<file path="config.mk">
export PLATFORM = sky130hd
export DESIGN_NAME = operand_loader_flat
export DESIGN_NICKNAME = d
export VERILOG_FILES = /design/src/rtl/operand_loader_if.sv /design/src/rtl/operand_loader.sv /design/src/flat_wrapper.sv
export SDC_FILE = /design/constraint.sdc
export NUM_CORES = 1
export LEC_CHECK = 0
export ABC_AREA = 1
export CAP_MARGIN = 20
export CORE_MARGIN = 4
export CORE_UTILIZATION = 35
export CTS_BUF_LIST = sky130_fd_sc_hd__clkbuf_8
export CTS_CLUSTER_DIAMETER = 30
export DETAILED_ROUTE_END_ITERATION = 12
export MAX_ROUTING_LAYER = met4
export PLACE_DENSITY_LB_ADDON = 0.05
export SYNTH_ARGS = -nofsm -noshare
export SYNTH_HDL_FRONTEND = slang
export SYNTH_SLANG_ARGS = --single-unit
</file>
<file path="constraint.sdc">
create_clock -name clk -period 1.8 [get_ports clk]
set_input_delay 0.45 -clock clk [delete_from_list [all_inputs] [get_ports clk]]
set_output_delay 0.45 -clock clk [all_outputs]
set_load 0.01 [all_outputs]
</file>
<file path="src/rtl/operand_loader_if.sv">
// Execute-stage handshake bundle for operand_loader.
// master: opcode/ea/operand/page_cross/op_valid out, op_ack in.
interface operand_loader_if #(
    parameter int REG_WIDTH  = 8,
    parameter int ADDR_WIDTH = 16
);
    logic [REG_WIDTH-1:0]  opcode_out;
    logic [ADDR_WIDTH-1:0] ea_out;
    logic [REG_WIDTH-1:0]  operand_out;
    logic                  page_cross;
    logic                  op_valid;
    logic                  op_ack;

    modport master (
        output opcode_out,
        output ea_out,
        output operand_out,
        output page_cross,
        output op_valid,
        input  op_ack
    );

    modport slave (
        input  opcode_out,
        input  ea_out,
        input  operand_out,
        input  page_cross,
        input  op_valid,
        output op_ack
    );
endinterface

</file>
<file path="src/rtl/operand_loader.sv">
// Operand loader: captures a fetched instruction, performs pointer and
// operand reads, and presents opcode/ea/operand to execute.
// Ports: clk, reset (sync, active-high); fetch side instr_valid,
// instr_in, ea_in, y_in; memory mem_addr, mem_rd, mem_rdata;
// status busy, overrun; op_if (master) carries the execute handshake.
// Optional macro OPLOAD_SKID_EN adds a one-entry skid for edges
// arriving while busy.
module operand_loader #(
    parameter int REG_WIDTH  = 8,
    parameter int ADDR_WIDTH = 16
) (
    input  logic                  clk,
    input  logic                  reset,
    input  logic                  instr_valid,
    input  logic [REG_WIDTH-1:0]  instr_in,
    input  logic [ADDR_WIDTH-1:0] ea_in,
    input  logic [REG_WIDTH-1:0]  y_in,
    input  logic [REG_WIDTH-1:0]  mem_rdata,
    output logic [ADDR_WIDTH-1:0] mem_addr,
    output logic                  mem_rd,
    output logic                  busy,
    output logic                  overrun,
    operand_loader_if.master      op_if
);

    localparam int PAD = ADDR_WIDTH - REG_WIDTH;

    typedef enum logic [2:0] {
        S_IDLE, S_PTR_LO, S_PTR_HI, S_EA, S_RD, S_WAIT, S_HOLD
    } state_e;

    typedef enum logic [2:0] {
        M_X_IND = 3'b000, M_ZPG, M_IMM, M_ABS,
        M_IND_Y, M_ZPG_X, M_ABS_Y, M_ABS_X
    } mode_e;

    state_e                state_q, state_d;
    mode_e                 mode_q, mode_d;
    logic                  iv_q, iv_d;
    logic [REG_WIDTH-1:0]  opcode_q, opcode_d;
    logic [REG_WIDTH-1:0]  ptr_q, ptr_d;
    logic [REG_WIDTH-1:0]  lo_q, lo_d;
    logic [ADDR_WIDTH-1:0] ea_q, ea_d;
    logic [REG_WIDTH-1:0]  operand_q, operand_d;
    logic                  pc_q, pc_d;
    logic [ADDR_WIDTH-1:0] maddr_q, maddr_d;
    logic                  ovr_q, ovr_d;

`ifdef OPLOAD_SKID_EN
    logic                  skv_q, skv_d;
    logic [REG_WIDTH-1:0]  skins_q, skins_d;
    logic [ADDR_WIDTH-1:0] skea_q, skea_d;
`endif

    logic                  cap_edge;
    logic                  cap_go;
    logic [REG_WIDTH-1:0]  cap_instr;
    logic [ADDR_WIDTH-1:0] cap_ea;
    mode_e                 cap_mode;
    logic [REG_WIDTH:0]    lo_sum;

    always_comb begin
        state_d   = state_q;
        mode_d    = mode_q;
        iv_d      = instr_valid;
        opcode_d  = opcode_q;
        ptr_d     = ptr_q;
        lo_d      = lo_q;
        ea_d      = ea_q;
        operand_d = operand_q;
        pc_d      = pc_q;
        ovr_d     = ovr_q;
        mem_rd    = 1'b0;
        maddr_d   = maddr_q;
        cap_edge  = instr_valid & ~iv_q;
        cap_go    = 1'b0;
        cap_instr = instr_in;
        cap_ea    = ea_in;
        lo_sum    = {1'b0, lo_q} + {1'b0, y_in};
`ifdef OPLOAD_SKID_EN
        skv_d     = skv_q;
        skins_d   = skins_q;
        skea_d    = skea_q;
`endif

        // Select the capture source and track edges lost while busy.
        if (state_q == S_IDLE) begin
`ifdef OPLOAD_SKID_EN
            if (skv_q) begin
                cap_go    = 1'b1;
                cap_instr = skins_q;
                cap_ea    = skea_q;
                skv_d     = cap_edge;
                if (cap_edge) begin
                    skins_d = instr_in;
                    skea_d  = ea_in;
                end
            end else begin
                cap_go = cap_edge;
            end
`else
            cap_go = cap_edge;
`endif
        end else if (cap_edge) begin
`ifdef OPLOAD_SKID_EN
            if (!skv_q) begin
                skv_d   = 1'b1;
                skins_d = instr_in;
                skea_d  = ea_in;
            end else begin
                ovr_d = 1'b1;
            end
`else
            ovr_d = 1'b1;
`endif
        end

        cap_mode = mode_e'(cap_instr[4:2]);

        case (state_q)
            S_IDLE: begin
                if (cap_go) begin
                    opcode_d = cap_instr;
                    mode_d   = cap_mode;
                    pc_d     = 1'b0;
                    unique case (cap_mode)
                        M_IMM: begin
                            operand_d = cap_ea[REG_WIDTH-1:0];
                            ea_d      = cap_ea;
                            state_d   = S_HOLD;
                        end
                        M_X_IND, M_IND_Y: begin
                            ptr_d   = cap_ea[REG_WIDTH-1:0];
                            state_d = S_PTR_LO;
                        end
                        default: begin
                            ea_d    = cap_ea;
                            state_d = S_RD;
                        end
                    endcase
                end
            end
            S_PTR_LO: begin
                mem_rd  = 1'b1;
                maddr_d = {{PAD{1'b0}}, ptr_q};
                state_d = S_PTR_HI;
            end
            S_PTR_HI: begin
                lo_d    = mem_rdata;
                mem_rd  = 1'b1;
                // Pointer high byte stays in page zero.
                maddr_d = {{PAD{1'b0}}, ptr_q + REG_WIDTH'(1)};
                state_d = S_EA;
            end
            S_EA: begin
                if (mode_q == M_IND_Y) begin
                    ea_d = ADDR_WIDTH'({mem_rdata, lo_q})
                         + ADDR_WIDTH'(y_in);
                    pc_d = lo_sum[REG_WIDTH];
                end else begin
                    ea_d = ADDR_WIDTH'({mem_rdata, lo_q});
                end
                state_d = S_RD;
            end
            S_RD: begin
                mem_rd  = 1'b1;
                maddr_d = ea_q;
                state_d = S_WAIT;
            end
            S_WAIT: begin
                operand_d = mem_rdata;
                state_d   = S_HOLD;
            end
            S_HOLD: begin
                if (op_if.op_ack) state_d = S_IDLE;
            end
            default: state_d = S_IDLE;
        endcase
    end

    always_ff @(posedge clk) begin
        if (reset) begin
            state_q   <= S_IDLE;
            mode_q    <= M_X_IND;
            iv_q      <= 1'b1;
            opcode_q  <= '0;
            ptr_q     <= '0;
            lo_q      <= '0;
            ea_q      <= '0;
            operand_q <= '0;
            pc_q      <= 1'b0;
            maddr_q   <= '0;
            ovr_q     <= 1'b0;
`ifdef OPLOAD_SKID_EN
            skv_q     <= 1'b0;
            skins_q   <= '0;
            skea_q    <= '0;
`endif
        end else begin
            state_q   <= state_d;
            mode_q    <= mode_d;
            iv_q      <= iv_d;
            opcode_q  <= opcode_d;
            ptr_q     <= ptr_d;
            lo_q      <= lo_d;
            ea_q      <= ea_d;
            operand_q <= operand_d;
            pc_q      <= pc_d;
            maddr_q   <= maddr_d;
            ovr_q     <= ovr_d;
`ifdef OPLOAD_SKID_EN
            skv_q     <= skv_d;
            skins_q   <= skins_d;
            skea_q    <= skea_d;
`endif
        end
    end

    assign mem_addr          = maddr_d;
    assign busy              = (state_q != S_IDLE);
    assign overrun           = ovr_q;
    assign op_if.opcode_out  = opcode_q;
    assign op_if.ea_out      = ea_q;
    assign op_if.operand_out = operand_q;
    assign op_if.page_cross  = pc_q;
    assign op_if.op_valid    = (state_q == S_HOLD);

endmodule
</file>
<file path="src/flat_wrapper.sv">
// flat-port wrapper written by rule: the top's interface ports become plain ports
module operand_loader_flat 
#(
    parameter int REG_WIDTH  = 8,
    parameter int ADDR_WIDTH = 16
)
  (clk, reset, instr_valid, instr_in, ea_in, y_in, mem_rdata, mem_addr, mem_rd, busy, overrun, op_if_opcode_out, op_if_ea_out, op_if_operand_out, op_if_page_cross, op_if_op_valid, op_if_op_ack);
  operand_loader_if #(.REG_WIDTH(REG_WIDTH), .ADDR_WIDTH(ADDR_WIDTH)) op_if_i ();
  input  logic clk;
  input  logic reset;
  input  logic instr_valid;
  input  logic [REG_WIDTH-1:0] instr_in;
  input  logic [ADDR_WIDTH-1:0] ea_in;
  input  logic [REG_WIDTH-1:0] y_in;
  input  logic [REG_WIDTH-1:0] mem_rdata;
  output logic [ADDR_WIDTH-1:0] mem_addr;
  output logic mem_rd;
  output logic busy;
  output logic overrun;
  output wire logic [$bits(op_if_i.opcode_out)-1:0] op_if_opcode_out;
  output wire logic [$bits(op_if_i.ea_out)-1:0] op_if_ea_out;
  output wire logic [$bits(op_if_i.operand_out)-1:0] op_if_operand_out;
  output wire logic [$bits(op_if_i.page_cross)-1:0] op_if_page_cross;
  output wire logic [$bits(op_if_i.op_valid)-1:0] op_if_op_valid;
  input wire logic [$bits(op_if_i.op_ack)-1:0] op_if_op_ack;
  assign op_if_opcode_out = op_if_i.opcode_out;
  assign op_if_ea_out = op_if_i.ea_out;
  assign op_if_operand_out = op_if_i.operand_out;
  assign op_if_page_cross = op_if_i.page_cross;
  assign op_if_op_valid = op_if_i.op_valid;
  assign op_if_i.op_ack = op_if_op_ack;
  operand_loader #(.REG_WIDTH(REG_WIDTH), .ADDR_WIDTH(ADDR_WIDTH)) u_core (.clk(clk), .reset(reset), .instr_valid(instr_valid), .instr_in(instr_in), .ea_in(ea_in), .y_in(y_in), .mem_rdata(mem_rdata), .mem_addr(mem_addr), .mem_rd(mem_rd), .busy(busy), .overrun(overrun), .op_if(op_if_i));
endmodule
</file>
Word-level counts from Yosys, hierarchy flattened
Cells that the tools add are included.

storage, ports and cells
  bits in read-only memories = 0
  register bits after elaboration = 73
  latch bits = 0
  memories kept = 0
  logic and storage cells = 62
  output and inout port bits = 53
  input bits = 44
  RAM bits = 0

cells by class
  magnitude comparators = 0
  add/subtract/negate cells = 3
  multipliers = 0
  bitwise operators = 3
  multiplexer cells = 17
  divide/modulo/power cells = 0
  reductions and logical operators = 14
  shift operators = 0
  equal/unequal tests = 14

operator list
  kind                   number
  $mux W16               3
  $pmux W16 S3           1
  $pmux W16 S2           1
  $pmux W3 S7            1
  $add A16 B8 Y16        1
  $mux W8                2
  $pmux W8 S2            1
  $eq A3 B3 Y1 const B   5
  $reduce_and A3 Y1      4
  $add A8 B8 Y9          1
  $eq A3 B2 Y1 const B   3
  $add A8 B1 Y8 const B  1
  $logic_not A3 Y1       2
  $mux W3                2
  $ne A2 B1 Y1 const B   3
  $pmux W3 S2            1
  $reduce_and A2 Y1      3
  $mux W1                4
  $ne A2 B2 Y1 const B   2
  $reduce_bool A2 Y1     2
  $eq A3 B1 Y1 const B   1
  $reduce_bool A3 Y1     1
  $reduce_or A3 Y1       1
  $not A1 Y1             2
  other kinds (3)        3

Logic depth before layout (Yosys ltp)
  depth after elaboration = 5
  gate-level depth with buffers = 12
  mapped depth without buffers = 12

Least setup slack after synthesis
OpenSTA, ideal clock, no wires.

  kind = input port to flip-flop
  start point = input port y_in[0]
  end point = register u_core.ea_q[12], in the netlist u_core.op_if.ea_out[12]
  stages = 10
  slack = -3 ps
  data required time = 1,668 ps
  buffers on the path = 0
  arrival time = 1,671 ps
  library setup time = 132 ps
  cell sequence = ha_1 fa_1 nand2_1 nand3_1 nand3_1 nand2_1 nand3_1 nand3_1 nand2_1 a21oi_1

between the ends
  cells in the longest elaborated chain, start to end = 3

RTL lines
  item                  RTL line               source
  from (decl)           flat_wrapper.sv:14     input logic [REG_WIDTH-1:0] y_in;
  $add A16 B8 Y16       operand_loader.sv:158  + ADDR_WIDTH'(y_in);
  $mux W16              operand_loader.sv:156  if (mode_q == M_IND_Y) begin
  $pmux W16 S2          operand_loader.sv:120  case (state_q)
  to (signal assigned)  operand_loader.sv:189  ea_q <= '0;
  to (signal assigned)  operand_loader.sv:206  ea_q <= ea_d;
  to (decl)             operand_loader.sv:43   logic [ADDR_WIDTH-1:0] ea_q, ea_d;

No other way between the ends.
A chain may end at the register's enable or synchronous reset.

Worst setup path after layout
  start point = register u_core.state_q[0]
  end point = output port mem_addr[13]

between the ends
  cells in the longest elaborated chain, start to end = 2
  elaborated cells on any way between the ends = 4
  those cells by class = eq/ne (3); mux (1)

RTL lines
  item                                  RTL line               source
  from (decl)                           operand_loader.sv:37   state_e state_q, state_d;
  from (signal assigned)                operand_loader.sv:200  state_q <= state_d;
  $eq A3 B3 Y1 (tied with other cells)  operand_loader.sv:120
  $pmux W16 S3 (*)                      operand_loader.sv:120
  to (decl)                             flat_wrapper.sv:16     output logic [ADDR_WIDTH-1:0] mem_addr;

Every way passes the cells marked *; elsewhere a longest branch is shown, timed or not.

==> flow_summary.ini <==
[run_status]
status = complete, but fails checks
violations = setup timing

[placed_design]
dpl.hpwl_mm = 10.32
place_ws_ns = -0.5471
dpl_cell_area_um2 = 5493
place.gp.congestion = 0.9555
dp.cells = 868
io_buffers = 96

[synth]
ys.flop_type = dfxtp_1
synth_cells = 565
synth_area_leader_cell = dfxtp_1
synth_top_area_share_pct = 37.66
synthDistinctLibCells = 35
seq_area_frac_synth_pct = 37.66
synth_edf_count = 0
synth_seq_cells = 70
yosys_warnings = 0
syn_area_um2 = 3721
synth_area_leaders = dfxtp_1, nand2_1, a21oi_1
syn_area_per_cell_um2 = 6.586
async_flop_share_pct = 0
syn_nets = 619

[finish]
layout_common_cells = nand2_1, buf_4, clkdlybuf4s50_1, dfxtp_1, nor2_1
nFillCells = 954
final_net_count = 819
layout_commonest_cell = nand2_1
drive_gt1_share_pct = 35.11
multi_input_area_um2 = 2571
stdcell_count = 905
n_antenna_cell = 0
final_util_pct = 62.38
seq_area_um2 = 1418
area_delta_synth_final_pct = 73.07
final_area_um2 = 6440

[clock_network]
ctsLongestPathBuffers = 2
worstSkewPairLatency_ns = 0.35
cts_sinks = 70
cts_tree = yes
htreeDepth = 3
path_clk_slew_ns = 0.08
cts-root-buf = clkbuf_8
cts_buffers = 9
ctsHoldBuffers = 0

[detailed_routing]
drtIter0Drc = 263
drc = 0
drt-vias-per-instance = 5.027
routedWlPerCell_um = 15.66
vias = 4549
drt_pre_antenna_iters = 5
drtAntennaViolNets = 0
totalWireLength_mm = 14.17

[global_route]
grt_pass1_vias = 4446
antenna_found_initial = 0
grtUsageTotal_pct = 22.69
overflow = 0
grt_max_degree = 40
grt_pass1_wl_mm = 22.07

[pwr]
leakage_nw = 2.886
powerDensity_nw_per_um2 = 627.8
ir_drop_uv = 445.5

[floorplanning]
die_height_um = 111.1
start_util_pct = 36.04
die_x_um = 111.1
pin_count = 97
core_area_um2 = 10320
die_area_um2 = 12350
rows = 37

[timing]
relSlewSlack_pct = 75.54
max_freq_mhz = 464.0
report.final.slew_viol_count = 0
rsz0062_at_grt = true
fin_tns_setup_ns = -5.431
setup_violations = 26
finalCritPeriodShare_pct = 119.7
hold_viol = 0
finClkSkew_ns = 0.008331
fin_ws_ns = -0.3550
max_slew.worst_pin.slew_ns = 0.3669
period_needed_ns = 2.155

[critical_path]
crit_start = u_core.state_q[0]$_SDFFE_PP0P_
cp_max_fo = 6
cp-start-kind = flop
crit_required_ns = 1.35
end_kind = output port
cp.arrival_ns = 1.71
criticalPathCategory = reg2out
timing.rr.start = u_core.state_q[1]$_SDFFE_PP0P_

[worst_hold_path]
min_from = u_core.op_if.operand_out[4]$_SDFFE_PP0P_
hold_path.class = reg2reg

[job]
drv_cap = 0
[worst max-delay path: stages, from the launching register on]
cell	delay [ns]
dfxtp_2	0.34
inv_4	0.09
nor2_4	0.05
nand2_2	0.08
inv_4	0.05
nor3_4	0.22
buf_12	0.16
clkbuf_16	0.15
nand2_4	0.04
nand2_1	0.05
buf_2	0.12
[cell families (layout without fill, tap and decap cells)]
| kind of cell | after synthesis | after routing | share of synthesized area (%) |
|---|---|---|---|
| simple gates | 286 | 286 | 32.21 |
| xor+xnor | 4 | 4 | 0.9417 |
| flops | 70 | 70 | 37.66 |
| fa+ha+maj | 10 | 10 | 3.564 |
| compound gates | 127 | 127 | 18.46 |
| buf+inv | 68 | 272 | 7.162 |
[Yosys cell counts, drive strengths merged (5+ instances only)]
| cell | n |
|---|---|
| clkbuf | 13 |
| nor2 | 71 |
| a21oi | 62 |
| nand2 | 146 |
| dfxtp | 70 |
| o21ai | 50 |
| ha | 9 |
| nor3 | 5 |
| and2 | 5 |
| nand3 | 51 |
| inv | 47 |
| buf | 8 |
[area by class of cell]
type | count | share of cell area [%]
multi-input cells | 427 | 39.93
repair buffers | 209 | 28.87
flip-flops and latches | 70 | 22.01
inverters | 47 | 2.973
well taps | 136 | 2.642
clock buffers | 10 | 2.137
clock inverters | 5 | 1.302
repair inverters | 1 | 0.1360
[path summary, 6_finish.rpt]
check | end | slack [ns] | depth (start not counted)
max | mem_addr[13] | -0.36 | 10
min | u_core.op_if.operand_out[4]$_SDFFE_PP0P_ | 0.47 | 2
max reg2reg | u_core.op_if.ea_out[13]$_SDFFE_PP0P_ | -0.05 | 12
min reg2reg | u_core.op_if.operand_out[4]$_SDFFE_PP0P_ | 0.47 | 2
[registers in the layout, summed over array words and instances, names as in the netlist]
name	count
u_core.lo_q	8
u_core.state_q	3
u_core.op_if.page_cross	1
u_core.op_if.operand_out	8
u_core.iv_q	1
u_core.maddr_q	16
u_core.op_if.opcode_out	8
u_core.op_if.ea_out	16
u_core.ptr_q	8
u_core.overrun	1
[per-layer routing]
layer | GRT usage (%) | share of wire [%]
met5 | - | 0
met4 | 8.840 | 3.1
met3 | 4.094 | 5.2
met2 | 37.66 | 49
met1 | 27.41 | 43
[report_power, final]
group	leakage (nW)	switching (mW)	internal, mW	total [mW]
combinational	2.21	0.468	0.470	0.938
sequential	0.573	0.0494	1.60	1.65
clock	0.105	0.638	0.813	1.45
[stage by stage]
| stage | power (mW) | hold WS [ns] |
|---|---|---|
| 2_1_floorplan | 1.993 | 0.4463 |
| 3_3_place_gp | 2.464 | 0.4532 |
| 3_5_place_dp | 2.468 | 0.4547 |
| 4_1_cts | 4.018 | 0.4670 |
| 5_1_grt | 4.206 | 0.4883 |
| 6_report | 4.043 | 0.4656 |
[repair_timing]
action / CTS / global route
setup endpoints to repair: 38 / 63
pin swaps: 29 / 32
setup buffers: 13 / 7
gates resized for setup: 182 / 78
cloned: 3 / 2
(Power assumes the default switching activity.)
